$ cat src/rtl/arch_event_arbiter.sv
// Round-robin arbiter plus one-entry output register sharing a single difftest arch-event port.
// Optional interrupt-first arbitration is enabled by defining ARCH_EVENT_INT_PRIO_EN.
module arch_event_arbiter #(
    parameter int NUM_SRC = 2,
    parameter int PTR_W   = 3
) (
    input  logic                    clock,
    input  logic                    reset_n,
    input  logic [NUM_SRC-1:0]      src_valid,
    output logic [NUM_SRC-1:0]      src_ready,
    input  logic [32*NUM_SRC-1:0]   src_interrupt,
    input  logic [32*NUM_SRC-1:0]   src_exception,
    input  logic [64*NUM_SRC-1:0]   src_exception_pc,
    input  logic [32*NUM_SRC-1:0]   src_exception_inst,
    input  logic [8*NUM_SRC-1:0]    src_coreid,
    input  logic                    sink_stall,
    output logic                    out_enable,
    output logic [31:0]             out_interrupt,
    output logic [31:0]             out_exception,
    output logic [63:0]             out_exception_pc,
    output logic [31:0]             out_exception_inst,
    output logic [7:0]              out_coreid,
    output logic [31:0]             evt_count
);

    logic                ovld_reg;
    logic [PTR_W-1:0]    rr_ptr_reg;
    logic [31:0]         evt_count_reg;
    logic [31:0]         interrupt_reg;
    logic [31:0]         exception_reg;
    logic [63:0]         exception_pc_reg;
    logic [31:0]         exception_inst_reg;
    logic [7:0]          coreid_reg;

    logic                ld_ok;
    logic                handshake;
    logic                found;
    logic [NUM_SRC-1:0]  cand;
    logic [NUM_SRC-1:0]  grant;
    logic [PTR_W-1:0]    rr_ptr_next;

    logic [31:0]         int_arr  [NUM_SRC];
    logic [31:0]         exc_arr  [NUM_SRC];
    logic [63:0]         pc_arr   [NUM_SRC];
    logic [31:0]         inst_arr [NUM_SRC];
    logic [7:0]          core_arr [NUM_SRC];

    logic [31:0]         int_next;
    logic [31:0]         exc_next;
    logic [63:0]         pc_next;
    logic [31:0]         inst_next;
    logic [7:0]          core_next;

    genvar gi;
    generate
        for (gi = 0; gi < NUM_SRC; gi++) begin : g_unpack
            assign int_arr[gi]  = src_interrupt[32*gi +: 32];
            assign exc_arr[gi]  = src_exception[32*gi +: 32];
            assign pc_arr[gi]   = src_exception_pc[64*gi +: 64];
            assign inst_arr[gi] = src_exception_inst[32*gi +: 32];
            assign core_arr[gi] = src_coreid[8*gi +: 8];
        end
    endgenerate

`ifdef ARCH_EVENT_INT_PRIO_EN
    logic [NUM_SRC-1:0] int_qual;

    generate
        for (gi = 0; gi < NUM_SRC; gi++) begin : g_qual
            assign int_qual[gi] = src_valid[gi] & (|int_arr[gi]);
        end
    endgenerate

    // Interrupt-carrying sources win; otherwise fall back to all valid sources.
    assign cand = (|int_qual) ? int_qual : src_valid;
`else
    assign cand = src_valid;
`endif

    function automatic int wrap_idx(input int base, input int k);
        int s;
        s = base + k;
        if (s >= NUM_SRC) begin
            s = s - NUM_SRC;
        end
        return s;
    endfunction

    // Circular search from rr_ptr; the first candidate found gets the one-hot grant.
    always_comb begin
        grant       = '0;
        rr_ptr_next = rr_ptr_reg;
        found       = 1'b0;
        for (int k = 0; k < NUM_SRC; k++) begin
            if (!found && cand[wrap_idx(int'(rr_ptr_reg), k)]) begin
                found = 1'b1;
                grant[wrap_idx(int'(rr_ptr_reg), k)] = 1'b1;
                if (wrap_idx(int'(rr_ptr_reg), k) == NUM_SRC - 1) begin
                    rr_ptr_next = '0;
                end else begin
                    rr_ptr_next = PTR_W'(wrap_idx(int'(rr_ptr_reg), k) + 1);
                end
            end
        end
    end

    always_comb begin
        int_next  = '0;
        exc_next  = '0;
        pc_next   = '0;
        inst_next = '0;
        core_next = '0;
        for (int i = 0; i < NUM_SRC; i++) begin
            if (grant[i]) begin
                int_next  = int_next  | int_arr[i];
                exc_next  = exc_next  | exc_arr[i];
                pc_next   = pc_next   | pc_arr[i];
                inst_next = inst_next | inst_arr[i];
                core_next = core_next | core_arr[i];
            end
        end
    end

    // The register can accept a new entry when empty or when its current entry leaves this cycle.
    assign ld_ok      = ~ovld_reg | ~sink_stall;
    assign out_enable = ovld_reg & ~sink_stall;
    assign src_ready  = grant & {NUM_SRC{ld_ok}};
    assign handshake  = found & ld_ok;

    always_ff @(posedge clock or negedge reset_n) begin
        if (!reset_n) begin
            ovld_reg           <= 1'b0;
            rr_ptr_reg         <= '0;
            evt_count_reg      <= '0;
            interrupt_reg      <= '0;
            exception_reg      <= '0;
            exception_pc_reg   <= '0;
            exception_inst_reg <= '0;
            coreid_reg         <= '0;
        end else begin
            if (handshake) begin
                ovld_reg           <= 1'b1;
                rr_ptr_reg         <= rr_ptr_next;
                interrupt_reg      <= int_next;
                exception_reg      <= exc_next;
                exception_pc_reg   <= pc_next;
                exception_inst_reg <= inst_next;
                coreid_reg         <= core_next;
            end else if (out_enable) begin
                ovld_reg <= 1'b0;
            end
            if (out_enable) begin
                evt_count_reg <= evt_count_reg + 32'd1;
            end
        end
    end

    assign out_interrupt      = interrupt_reg;
    assign out_exception      = exception_reg;
    assign out_exception_pc   = exception_pc_reg;
    assign out_exception_inst = exception_inst_reg;
    assign out_coreid         = coreid_reg;
    assign evt_count          = evt_count_reg;

`ifndef SYNTHESIS
    assert property (@(posedge clock) disable iff (!reset_n) $onehot0(grant));
    assert property (@(posedge clock) disable iff (!reset_n) (src_valid == '0) |-> (src_ready == '0));
`endif

endmodule

$ cat config.mk
export PLATFORM = sky130hd
export DESIGN_NAME = arch_event_arbiter
export DESIGN_NICKNAME = d
export VERILOG_FILES = /design/src/rtl/arch_event_arbiter.sv
export SDC_FILE = /design/constraint.sdc
export NUM_CORES = 1
export LEC_CHECK = 0
export ABC_CLOCK_PERIOD_IN_PS = 4800
export BUFFER_PORTS_ARGS = -buffer_cell sky130_fd_sc_hd__buf_2
export CORE_AREA = 2 2 212 214
export CTS_BUF_LIST = sky130_fd_sc_hd__clkbuf_16
export CTS_CLUSTER_SIZE = 20
export DETAILED_ROUTE_END_ITERATION = 12
export DIE_AREA = 0 0 214 216
export REMOVE_ABC_BUFFERS = 1
export SLEW_MARGIN = 15
export SYNTH_ARGS = -nofsm -noshare
export SYNTH_HDL_FRONTEND = slang
export SYNTH_SLANG_ARGS = --single-unit
$ cat constraint.sdc
create_clock -name clock -period 4.8 [get_ports clock]
set_input_delay 0.72 -clock clock [delete_from_list [all_inputs] [get_ports clock]]
set_output_delay 0.72 -clock clock [all_outputs]
set_load 0.005 [all_outputs]
==> impl_metrics.ini <==
[outcome]
status = complete, no violations

[setup_path]
startpoint_type = flop
critical_path.slowest_cell = sky130_fd_sc_hd__dfrtp_1
critical_path_required_ns = 4.08
timing.critical_path.to_type = primary output
crit_chain = ha_1 -> xnor2_1 -> ha_1 -> nand2b_1 -> a21oi_1 -> nand4b_1 -> a21oi_4 -> buf_2
timing.setup.critical_path_class = reg2out
cp.buffers_inverters = 1
critPathArrivalTime_ns = 2.87
crit_path_launch = rr_ptr_reg[0]$_DFFE_PN0P_
critPathMaxFanout = 18
critical_path_s_top_delay_family = flip-flops
cp_slowest_stage_delay_ns = 0.69
cp_common_cell = sky130_fd_sc_hd__ha_1
crit-reg2reg-launch = rr_ptr_reg[0]$_DFFE_PN0P_

[placed_design]
dpl.hpwl_um = 24480
globalplace.congestion = 0.8568
port-buffer-count = 543

[pwr]
vdd_ir_drop_max_mv = 0.2637
power.density_cell_area_nw_per_um2 = 570.7
total_leakage_power_nw = 6.887

[cts]
post_cts_resized = 0
path_clk_slew_ns = 0.06
post_cts.repair.setup_buffers = 0
postCtsHoldBufs = 0
cts_num_sinks = 204
clk-insertion-delay-late_ns = 0.52
htreeDepth = 1
cts_buffers = 24
tritoncts = built
cts_root_buf = sky130_fd_sc_hd__clkbuf_16
ctsLongestPathBuffers = 3

[logic_synthesis]
synth_area_leaders = sky130_fd_sc_hd__dfrtp_1 (55%), sky130_fd_sc_hd__a221o_1 (18%), sky130_fd_sc_hd__and2_1 (12%)
synth_top_area_frac = 0.5538
synth_enable_flop_cells = 0
sequential_fraction_of_the_synthesis_area = 0.5538
yosysWarningCount = 0
synth_area_um2 = 9218
cells_after_synth = 760
async_reset_ff_frac = 1.000
flop_and_latch_count_out_of_synthesis = 204
synth_area_leader_cell = sky130_fd_sc_hd__dfrtp_1
yosysUniqueCellTypes = 45
syn_avg_cell_area_um2 = 12.13
ys_dominant_reg_cell = sky130_fd_sc_hd__dfrtp_1

[sta]
setup_violations = 0
fin_worst_skew_ns = 0.01893
fmax_mhz = 278.2
final.period_utilization = 0.7488
finalHoldWorstSlack_ns = 0.1639
unrepaired_setup_endpoints_after_global_routing = false
hold_viol_final = 0
worstMarginPinSlew_ns = 0.9368
timing.max_slew.rel_slack = 0.3755
slew_violations = 0
fin_crit_ns = 3.594

[layout]
drive_above_1_share = 0.4668
final_nets = 1626
finalCoreUtilization = 0.3048
flow.area_growth_from_synthesis_pct = 44.97
largest_register_ffs = 64
most_frequent_cells_in_the_layout = sky130_fd_sc_hd__buf_2 (542), sky130_fd_sc_hd__dfrtp_1 (204), sky130_fd_sc_hd__and2_1 (171)
mostFrequentLayoutCell = sky130_fd_sc_hd__buf_2

[floorplan]
die_width_um = 214
die-area_um2 = 46220
floorplan.rows = 77
die_height_um = 216
initial_utilization = 0.2103
core_region_area_um2 = 43840
pin_count = 544

[global_routing]
grt_antenna_before_repair = 7
grt_pass1_vias = 8820
grt_first_pass_wirelength_um = 51080
globalRouteOverflowTotal = 0
pin_count_of_the_biggest_net_entering_global_routing = 146
grt_use_total = 0.1391

[job]
max_cap_viol_count = 0

[drt]
vias = 8379
avgRoutedWirePerCell_um = 17.68
routed_wirelength_um = 33380
drt.antenna.violating_nets = 0
drt_initial_violations = 456
drt-vias-per-instance = 4.438
drc = 0
drt-pass1-iter-count = 5

[min_path]
hold_path_class = in2async
## final timing paths
check | to | slack [ns] | cells after the start
worst max-delay path | src_ready[0] | 1.21 | 8
worst min-delay path | out_exception_pc[51]$_DFFE_PN0P_ | 0.16 | 1
worst max register to register | out_interrupt[17]$_DFFE_PN0P_ | 1.63 | 9
worst min register to register | evt_count[31]$_DFFE_PN0P_ | 0.46 | 1
max in group asynchronous | out_exception[24]$_DFFE_PN0P_ | 3.63 | 2
min in group clock | out_exception_pc[49]$_DFFE_PN0P_ | 0.42 | 2
## cells by family after synthesis
group,synth area share
adders and majority gates,0.01222
AOI/OAI and AO/OA,0.1990
and+or+nand+nor,0.1679
DFF,0.5538
buffers and inverters,0.03258
xor gates and xnor gates,0.03326
muxes,0.001222
## worst register-to-register path: stages, from the launching register on
cell	delay, ns
sky130_fd_sc_hd__dfrtp_1	0.69
sky130_fd_sc_hd__ha_1	0.36
sky130_fd_sc_hd__xnor2_1	0.10
sky130_fd_sc_hd__ha_1	0.30
sky130_fd_sc_hd__nand2b_1	0.06
sky130_fd_sc_hd__a21oi_1	0.16
sky130_fd_sc_hd__nand4b_1	0.17
sky130_fd_sc_hd__a21oi_4	0.27
sky130_fd_sc_hd__buf_12	0.42
sky130_fd_sc_hd__a221o_1	0.58
## Yosys cell counts (all sizes together), types with 6 or more instances
| master | instances |
|---|---|
| a221o | 168 |
| inv | 8 |
| a21oi | 7 |
| nor3 | 9 |
| xnor2 | 24 |
| and3 | 6 |
| xor2 | 11 |
| dfrtp | 204 |
| nand3 | 7 |
| buf | 28 |
| nor2 | 12 |
| nand4 | 9 |
| ha | 9 |
| and2 | 171 |
| nand2 | 21 |
| clkbuf | 33 |
## per-stage QoR
stage	cells	cell area [um2]	worst slack (ns)	setup TNS [ns]	total power, W
after floorplan	699	8947	-2.849	-400.32	0.004364
after global placement	1842	12540	1.769	0	0.005726
after detailed placement	1842	12540	1.771	0	0.005777
after CTS	1886	13360	1.179	0	0.007751
after global routing	1888	13360	0.9451	0	0.008166
final	1888	13360	1.206	0	0.007626
## final cells by class
cell class                      instances  area, um2
Inverter                                8      30.03
Clock buffer                           25      625.6
Tap cell                              592      740.7
Multi-Input combinational cell        487       3839
Sequential cell                       204       5105
Timing Repair Buffer                  551       2825
Clock inverter                         19      192.7
Fill cell                            4494      30470
Antenna cell                            2      5.005
## power by group
| group | switching [W] | internal, W | total, W | leakage [nW] |
|---|---|---|---|---|
| clock network | 0.000733 | 0.00116 | 0.00189 | 0.405 |
| registers | 0.000435 | 0.00245 | 0.00288 | 2.63 |
| logic | 0.00136 | 0.00150 | 0.00286 | 3.86 |
## metal layers
metal	wire length [um]	vias up	GRT usage
li1	-	3887	-
met1	13120	4081	0.1641
met2	16560	356	0.2404
met3	2641	53	0.03876
met4	1048	2	0.05221
met5	11	-	0
(Power assumes the default switching activity.)
